### config.mk
export PLATFORM = sky130hd
export DESIGN_NAME = demux_oht_stream
export DESIGN_NICKNAME = d
export VERILOG_FILES = /design/src/rtl/demux_oht_stream.sv
export SDC_FILE = /design/constraint.sdc
export NUM_CORES = 1
export LEC_CHECK = 0
export BUFFER_PORTS_ARGS = -buffer_cell sky130_fd_sc_hd__buf_2
export CAP_MARGIN = 0
export CORE_MARGIN = 8
export CORE_UTILIZATION = 35
export DETAILED_ROUTE_END_ITERATION = 10
export MAX_ROUTING_LAYER = met4
export PLACE_DENSITY = 0.73
export RECOVER_POWER = 50
export REMOVE_ABC_BUFFERS = 1
export SYNTH_ARGS = -nofsm -noshare
export SYNTH_HDL_FRONTEND = slang
export SYNTH_SLANG_ARGS = --single-unit
### constraint.sdc
create_clock -name clk -period 4.87 [get_ports clk]
set_input_delay 0.7305 -clock clk [delete_from_list [all_inputs] [get_ports clk]]
set_output_delay 0.7305 -clock clk [all_outputs]
set_load 0.1 [all_outputs]
### src/rtl/demux_oht_stream.sv
// rtl/demux_oht_stream.sv - one-hot select stream demux with per-packet route lock
// Optional output register stage enabled by defining DEMUX_OHT_STREAM_REG_EN.
module demux_oht_stream #(
    parameter type DAT_T = logic [8-1:0],
    parameter int  WIDTH = 4
) (
    input  logic             clk,
    input  logic             rst,
    input  logic [WIDTH-1:0] sel,
    input  logic             s_vld,
    output logic             s_rdy,
    input  DAT_T             s_dat,
    input  logic             s_lst,
    output logic [WIDTH-1:0] m_vld,
    input  logic [WIDTH-1:0] m_rdy,
    output DAT_T             m_dat,
    output logic             m_lst,
    output logic             err
);

    typedef enum logic [1:0] {IDLE, PASS, DROP} state_e;

    state_e           state_q, state_d;
    logic [WIDTH-1:0] route_q, route_d;

    logic             sel_onehot;
    logic             fwd_mode;
    logic [WIDTH-1:0] cur_route;
    logic             s_xfer;

    // In IDLE the packet head picks its route straight from sel; afterwards it is locked.
    always_comb begin
        sel_onehot = (sel != '0) && ((sel & (sel - WIDTH'(1))) == '0);
        cur_route  = (state_q == IDLE) ? sel : route_q;
        fwd_mode   = (state_q == PASS) || ((state_q == IDLE) && sel_onehot);
        s_xfer     = s_vld && s_rdy;
    end

    always_ff @(posedge clk) begin
        if (rst) begin
            state_q <= IDLE;
            route_q <= '0;
        end else begin
            state_q <= state_d;
            route_q <= route_d;
        end
    end

    always_comb begin
        state_d = state_q;
        route_d = route_q;
        if (s_xfer) begin
            case (state_q)
                IDLE:    state_d = s_lst ? IDLE : (sel_onehot ? PASS : DROP);
                PASS:    state_d = s_lst ? IDLE : PASS;
                DROP:    state_d = s_lst ? IDLE : DROP;
                default: state_d = IDLE;
            endcase
            if (fwd_mode) begin
                route_d = cur_route;
            end
        end
    end

`ifdef DEMUX_OHT_STREAM_REG_EN
    logic             buf_vld_q, buf_vld_d;
    logic [WIDTH-1:0] buf_dst_q, buf_dst_d;
    DAT_T             buf_dat_q, buf_dat_d;
    logic             buf_lst_q, buf_lst_d;
    logic             out_take;

    always_ff @(posedge clk) begin
        if (rst) begin
            buf_vld_q <= 1'b0;
            buf_dst_q <= '0;
            buf_dat_q <= '0;
            buf_lst_q <= 1'b0;
        end else begin
            buf_vld_q <= buf_vld_d;
            buf_dst_q <= buf_dst_d;
            buf_dat_q <= buf_dat_d;
            buf_lst_q <= buf_lst_d;
        end
    end

    // A new load may replace a beat being taken in the same cycle, keeping full throughput.
    always_comb begin
        out_take  = buf_vld_q && ((buf_dst_q & m_rdy) != '0);
        buf_vld_d = buf_vld_q;
        buf_dst_d = buf_dst_q;
        buf_dat_d = buf_dat_q;
        buf_lst_d = buf_lst_q;
        if (s_xfer && fwd_mode) begin
            buf_vld_d = 1'b1;
            buf_dst_d = cur_route;
            buf_dat_d = s_dat;
            buf_lst_d = s_lst;
        end else if (out_take) begin
            buf_vld_d = 1'b0;
        end
    end

    always_comb begin
        s_rdy = 1'b0;
        m_vld = '0;
        m_dat = '0;
        m_lst = 1'b0;
        err   = 1'b0;
        if (!rst) begin
            s_rdy = fwd_mode ? (!buf_vld_q || out_take) : 1'b1;
            m_vld = buf_vld_q ? buf_dst_q : '0;
            m_dat = buf_dat_q;
            m_lst = buf_lst_q;
            err   = s_vld && (state_q == IDLE) && !sel_onehot;
        end
    end
`else
    always_comb begin
        s_rdy = 1'b0;
        m_vld = '0;
        m_dat = '0;
        m_lst = 1'b0;
        err   = 1'b0;
        if (!rst) begin
            s_rdy = fwd_mode ? ((cur_route & m_rdy) != '0) : 1'b1;
            m_vld = fwd_mode ? ({WIDTH{s_vld}} & cur_route) : '0;
            m_dat = s_dat;
            m_lst = s_lst;
            err   = s_vld && (state_q == IDLE) && !sel_onehot;
        end
    end
`endif

endmodule

==> impl_metrics.yaml, run 1 <==
clock_network:
  root_buffer: "clkbuf_4"
  post_cts_resized: 0
  htreeDepth: 1
  cts.sinks: 6
  cts_buffer_depth: 2
  cts_hold_buffers: 0
  cts_buffers: 3
  clk_pin_slew_ps: 50
  cts_tree: "done"
  postCtsSetupRepairBufs: 0
  worstSkewPairLatency_ps: 240
logic_synthesis:
  synth_seq_cells: 6
  synth_area_leaders: "dfxtp_1 19%, nor2b_1 10%, nand2_1 7.8%"
  yosysTopAreaCell: "dfxtp_1"
  ys_async_sr_fraction_pct: 0
  synth_edf_count: 0
  synth_top_area_share_pct: 19.2
  synthCells: 86
  netlist_area_um2: 627
  ys_seq_area_share_pct: 19.2
  ys_types: 32
  synth_warnings: 0
  syn_avg_cell_area_um2: 7.29
  synth_ff_type: "dfxtp_1"
global_routing:
  track_usage_pct: 12.2
  grt_max_degree: 17
  grt_first_pass_wirelength_mm: 3.22
  antenna_found_initial: 0
  grt_overflow: 0
  grt_pass1_vias: 739
setup_path:
  r2r_setup_slack_ps: 2640
  r2r_cells: 5
  r2r-end: "state_q[1]$_SDFFE_PP0P_"
  worstPathRequired_ps: 4140
  end_kind: "primary output"
  worstSetupPathType: "reg2out"
  r2r-start: "state_q[0]$_SDFFE_PP0P_"
  start_kind: "flip-flop"
  path_max_fanout: 12
  worstPathArrival_ps: 2530
worst_hold_path:
  hold_depth: 2
  hold_end: "route_q[3]$_SDFFE_PP0P_"
  hp-start: "route_q[3]$_SDFFE_PP0P_"
  hold_class: "reg2reg"
timing:
  tns_ps: 0
  min_period_ps: 3260
  drv_slew: 0
  setup_viol: 0
  hold_violations: 0
  finClkSkew_ps: 1.77
  rsz0062_at_grt: "false"
  worstMarginPinSlew_ps: 1180
  slew_headroom_pct: 21.7
  max_clock_freq_mhz: 307
  layout_worst_path_cycle_share_pct: 66.9
cells_and_area:
  diodes: 0
  layout_common_cells: "25 x buf_2, 13 x nand2_1, 10 x nor2b_1"
  layout_commonest_cell: "buf_2"
  multi_input_area_um2: 457
  n_fill_cell: 183
  final_nets: 138
  utilization_pct: 46.7
  seq_area_um2: 120
  final_area_um2: 797
  drive_gt1_share_pct: 28.4
  area_growth_pct: 27.1
floorplan:
  die_y_um: 58.3
  die_area_um2: 3400
  row_count: 15
  initial_core_util_pct: 36.7
  fp.coreArea_um2: 1710
  io-pin-count: 35
  dieWidth_um: 58.3
drt:
  num_vias: 738
  first_pass_iters: 4
  drtAntennaViolNets: 0
  drt_iter0_markers: 15
  viasPerCell: 5.23
  wl_per_cell_um: 14.1
  wirelength_mm: 1.99
  drc: 0
power_and_ir_drop:
  p_leak_nw: 0.340
  peakVddDrop_mv: 0.134
  power_density_nw_per_um2: 243
job:
  cap_violations: 0
outcome:
  status: "complete, no violations"
placed_design:
  portBuffers: 34
  dp_hpwl_mm: 1.62
  gp_congestion: 0.868
  place_area_um2: 786
[Yosys cell counts, drive strengths merged (2+ instances only)]
cell type / count
inv: 2
buf: 3
nand3: 2
o21ai: 9
nand3b: 4
nand2: 13
a21oi: 9
a21o: 2
clkbuf: 4
mux2i: 3
nor2: 3
nor2b: 10
xor2: 2
dfxtp: 6
[power by group]
part	switching [mW]	internal [mW]
clock	0.0175	0.0278
sequential	0.00313	0.0509
combinational	0.0712	0.0234
[cell families (layout without fill, tap and decap cells)]
| group | count (synthesis) | in the layout | share of synthesized area [%] |
|---|---|---|---|
| compound gates | 27 | 27 | 29.3 |
| xor+xnor | 2 | 2 | 2.79 |
| buf+inv | 9 | 39 | 7.98 |
| flops | 6 | 6 | 19.2 |
| mux | 4 | 4 | 6.59 |
| simple gates | 38 | 38 | 34.1 |
[registers in the layout, indices dropped and copies added, names as in the netlist]
signal	count
route_q	4
state_q	2
[per-stage QoR]
step	total power, mW	hold slack, ps	instances	worst slack (ps)
global route	0.207	526	141	1450
CTS	0.198	502	141	1610
finish	0.194	500	141	1610
detailed placement	0.150	493	138	1760
global placement	0.148	483	138	1820
floorplan	0.126	445	79	1340
[layer usage]
layer | vias up | wire, um | global-route usage, %
met2 | 25 | 1020 | 19.2
met3 | 2 | 74 | 2.61
met4 | 0 | 10 | 6.99
met1 | 340 | 883 | 14.1
met5 | - | 0 | -
li1 | 371 | - | -
[area by class of cell]
type | instances | share of cell area [%]
Clock buffer | 3 | 2.83
Inverter | 2 | 0.942
Multi-Input combinational cell | 71 | 57.3
Sequential cell | 6 | 15.1
Tap cell | 25 | 3.92
Timing Repair Buffer | 34 | 19.9
[worst max-delay path by stage]
stage                                  startpoint        to  slack [ps]  cells past startpoint
after floorplan                            sel[1]  m_vld[0]        1340                      4
after global placement                     sel[3]     s_rdy        1820                      6
after detailed placement                   sel[3]     s_rdy        1760                      6
after CTS                 state_q[0]$_SDFFE_PP0P_     s_rdy        1610                      6
after global routing      state_q[0]$_SDFFE_PP0P_     s_rdy        1450                      6
final                     state_q[0]$_SDFFE_PP0P_     s_rdy        1610                      6
[critical path, stage by stage (launching register included)]
cell and delay, ps:
dfxtp_1 400, nor2_4 280, mux2_2 400, a2111oi_4 630
and2_1 240, nor2_1 40, buf_2 290
Note: power is estimated with default switching activity, not from simulation.
==> run 2, diff against run 1 <==
==> constraint.sdc (replaced) <==
create_clock -name clk -period 3.4 [get_ports clk]
set_input_delay 0.51 -clock clk [delete_from_list [all_inputs] [get_ports clk]]
set_output_delay 0.51 -clock clk [all_outputs]
set_load 0.1 [all_outputs]
==> impl_metrics.yaml, run 2 (synthesis results as in run 1) <==
outcome:
  status: "complete, no violations"
global_routing:
  grt_max_degree: 17
  antenna_found_initial: 0
  grt_overflow: 0
  track_usage_pct: 11.7
  grt_first_pass_wirelength_mm: 3.12
  grt_pass1_vias: 744
clock_network:
  clk_pin_slew_ps: 40
  worstSkewPairLatency_ps: 240
  root_buffer: "clkbuf_4"
  htreeDepth: 1
  post_cts_resized: 0
  cts.sinks: 6
  cts_buffers: 3
  postCtsSetupRepairBufs: 0
  cts_buffer_depth: 2
  cts_hold_buffers: 0
  cts_tree: "done"
placed_design:
  place_ws_ps: 804
  gp_congestion: 0.889
  portBuffers: 34
  place_area_um2: 793
timing:
  min_period_ps: 2860
  max_clock_freq_mhz: 350
  slew_headroom_pct: 21.9
  hold_violations: 0
  layout_worst_path_cycle_share_pct: 84.1
  finClkSkew_ps: 1.56
  layout_setup_ws_ps: 541
  setup_viol: 0
  tns_ps: 0
  worstMarginPinSlew_ps: 1180
  drv_slew: 0
  rsz0062_at_grt: "false"
cells_and_area:
  final_area_um2: 805
  largest_register_ffs: 4
  area_growth_pct: 28.3
  layout_common_cells: "25 x buf_2, 13 x nand2_1, 10 x nor2b_1"
  final_nets: 139
  largest_register: "route_q"
  top_regs: "route_q: 4 flops, state_q: 2 flops"
  drive_gt1_share_pct: 29.1
  utilization_pct: 47.1
  layout_commonest_cell: "buf_2"
  diodes: 0
job:
  cap_violations: 0
setup_path:
  end_kind: "primary output"
  start_kind: "flip-flop"
  worstPathArrival_ps: 2350
  path_max_fanout: 12
  worstPathRequired_ps: 2890
  worstSetupPathType: "reg2out"
floorplan:
  die_area_um2: 3400
  dieWidth_um: 58.3
  initial_core_util_pct: 36.7
  fp.coreArea_um2: 1710
  io-pin-count: 35
  row_count: 15
  die_y_um: 58.3
worst_hold_path:
  hold_class: "reg2reg"
power_and_ir_drop:
  total_power_uw: 276
  p_leak_nw: 0.345
  peakVddDrop_mv: 0.153
  power_density_nw_per_um2: 343
drt:
  drt_iter0_markers: 10
  drc: 0
  first_pass_iters: 4
  wl_per_cell_um: 12.9
  num_vias: 750
  drtAntennaViolNets: 0
  wirelength_mm: 1.84
  viasPerCell: 5.28
run 2: per-stage QoR:
step                      hold WS, ps  std cells
after floorplan                   445         79
after global placement            482        139
after detailed placement          476        139
after CTS                         483        142
after global routing              538        142
final                             487        142
run 2: power by group:
group | switching, mW | internal, mW | total [mW]
clock | 0.0220 | 0.0397 | 0.0617
sequential | 0.00446 | 0.0730 | 0.0775
combinational | 0.101 | 0.0354 | 0.137
run 2: area by class of cell:
type	instances	area, um2
Clock buffer	3	22.5
Fill cell	181	903
Inverter	2	7.51
Multi-Input combinational cell	71	457
Sequential cell	6	120
Tap cell	25	31.3
Timing Repair Buffer	35	166
run 2: final timing paths:
path,cells past startpoint,start,endpoint,slack (ps)
worst min register to register,2,route_q[3]$_SDFFE_PP0P_,route_q[3]$_SDFFE_PP0P_,490
worst min-delay path,2,route_q[3]$_SDFFE_PP0P_,route_q[3]$_SDFFE_PP0P_,490
worst max register to register,6,state_q[0]$_SDFFE_PP0P_,state_q[1]$_SDFFE_PP0P_,1360
worst max-delay path,7,state_q[0]$_SDFFE_PP0P_,s_rdy,540
run 2: layer usage:
layer	track usage, %	up-vias	wire length (um)	share of wire (%)
li1	-	369	-	-
met1	14.0	352	847	46
met2	18.1	27	907	49
met3	1.96	2	69	3.8
met4	6.64	0	13	0.71
met5	-	-	0	0
run 2: worst max-delay path: stages, from the launching register on:
cell       delay (ps)
dfxtp_1           390
nor2_4            270
mux2_2            400
a2111oi_4         340
buf_4             210
and2_1            160
nor2_1             40
buf_2             290
==> run 3, diff against run 2 <==
--- a/config.mk
+++ b/config.mk
@@ -11,7 +11,7 @@
 export CORE_UTILIZATION = 35
 export DETAILED_ROUTE_END_ITERATION = 10
 export MAX_ROUTING_LAYER = met4
-export PLACE_DENSITY = 0.73
+export PLACE_DENSITY = 0.75
 export RECOVER_POWER = 50
 export REMOVE_ABC_BUFFERS = 1
 export SYNTH_ARGS = -nofsm -noshare
==> constraint.sdc (replaced) <==
create_clock -name clk -period 2.4 [get_ports clk]
set_input_delay 0.36 -clock clk [delete_from_list [all_inputs] [get_ports clk]]
set_output_delay 0.36 -clock clk [all_outputs]
set_load 0.1 [all_outputs]
==> impl_metrics.yaml, run 3 (synthesis results as in run 1) <==
floorplan:
  dieWidth_um: 58.3
  row_count: 15
  initial_core_util_pct: 36.7
  fp.coreArea_um2: 1710
  io-pin-count: 35
  die_area_um2: 3400
  die_y_um: 58.3
timing:
  setup_viol: 0
  slew_headroom_pct: 21.1
  drv_slew: 0
  worstMarginPinSlew_ps: 1190
  finClkSkew_ps: 7.86
  whs_ps: 413
  layout_worst_path_cycle_share_pct: 95.5
  rsz0062_at_grt: "false"
  hold_violations: 0
  max_clock_freq_mhz: 436
  min_period_ps: 2290
drt:
  wl_per_cell_um: 13.7
  num_vias: 770
  wl_met3_um: 112
  dr_wl_met2_um: 993
  first_pass_iters: 4
  drt-met1-wl_um: 852
  viasPerCell: 5.35
  drc: 0
  wirelength_mm: 1.97
  drtAntennaViolNets: 0
  drt_iter0_markers: 18
  highest_layer: "met4"
clock_network:
  clk_pin_slew_ps: 50
  cts_buffers: 3
  cts_buffer_depth: 2
  cts_hold_buffers: 0
  htreeDepth: 1
  worstSkewPairLatency_ps: 250
  cts.sinks: 6
  postCtsSetupRepairBufs: 0
  root_buffer: "clkbuf_4"
  cts_tree: "done"
cells_and_area:
  largest_register_ffs: 4
  top_regs: "route_q: 4 flops, state_q: 2 flops"
  largest_register: "route_q"
  final_area_um2: 883
  drive_gt1_share_pct: 30.3
  diodes: 0
  seq_area_um2: 121
  final_nets: 141
  n_fill_cell: 178
  layout_commonest_cell: "buf_2"
  layout_common_cells: "20 x buf_2, 13 x nand2_1, 10 x nor2b_1, 10 x clkbuf_1"
  utilization_pct: 51.7
  multi_input_area_um2: 457
  area_growth_pct: 40.9
setup_path:
  worstPathRequired_ps: 2040
  path_max_fanout: 9
  worstSetupPathType: "reg2out"
  start_kind: "flip-flop"
  end_kind: "primary output"
  worstPathArrival_ps: 1930
power_and_ir_drop:
  p_comb_share_pct: 50.7
  peakVddDrop_mv: 0.226
  p_sw_uw: 191
  swShare_pct: 46.7
  power_density_nw_per_um2: 463
  p_clk_share_pct: 23.2
  total_power_uw: 409
  p_leak_nw: 0.364
  internal-power_uw: 218
  seqPwrFrac_pct: 26.1
global_routing:
  grt_pass1_vias: 798
  grt_first_pass_wirelength_mm: 3.15
  antenna_found_initial: 0
  grt_max_degree: 17
  track_usage_pct: 11.7
  grt_overflow: 0
placed_design:
  dp_hpwl_mm: 1.60
  portBuffers: 34
  gp_congestion: 0.802
  place_area_um2: 868
worst_hold_path:
  hold_class: "in2reg"
outcome:
  status: "complete, no violations"
job:
  cap_violations: 0
[run 3: cell types whose count changed in the layout (fill, tap and decap cells not counted)]
cell      delta
dfxtp_1      -1
buf_2        -5
buf_12       +4
dfxtp_2      +1
buf_4        +1
clkbuf_1     +1
buf_6        +1
[run 3: what timing repair did]
action,CTS,global route
resized for setup,1,2
cloned,0,0
setup endpoints to repair,1,1
[run 3: layer usage]
metal	GRT usage [%]	vias up
met2	19.8	43
met4	4.20	0
li1	-	370
met3	3.04	3
met5	-	-
met1	12.9	354
[run 3: final timing paths]
kind / from / end / slack, ps / depth (start not counted)
max: state_q[0]$_SDFFE_PP0P_ / s_rdy / 110 / 6
min: s_lst / state_q[0]$_SDFFE_PP0P_ / 410 / 3
max reg2reg: state_q[0]$_SDFFE_PP0P_ / state_q[1]$_SDFFE_PP0P_ / 360 / 6
min reg2reg: route_q[2]$_SDFFE_PP0P_ / route_q[2]$_SDFFE_PP0P_ / 500 / 2
[run 3: final cells by class]
type                       instances  area share, %
inverter                           2          0.850
multi-input combinational         71           51.7
sequential                         6           13.7
tap                               25           3.54
clock buffer                       3           2.55
timing repair buffer              37           27.6
[run 3: power by group through the flow]
stage	sequential, mW	combinational (mW)	clock (mW)
6_report	0.107	0.207	0.0949
4_1_cts	0.107	0.211	0.0971
2_1_floorplan	0.110	0.146	0
3_3_place_gp	0.109	0.206	0
3_5_place_dp	0.109	0.209	0
5_1_grt	0.107	0.218	0.104
[run 3: worst max-delay path, cell delays in order, from the launching register on]
cell and delay, ps:
dfxtp_2 370, nor2_4 130, mux2_2 370, a2111oi_4 380, and2_1 190, nor2_1 50
buf_6 190
[run 3: through the flow]
step                std cells  setup WS, ps  TNS (ps)
floorplan                  79          -434     -2060
finish                    144           107         0
detailed placement        141           222         0
global placement          141           276         0
global route              144          23.7         0
CTS                       144          3.76         0
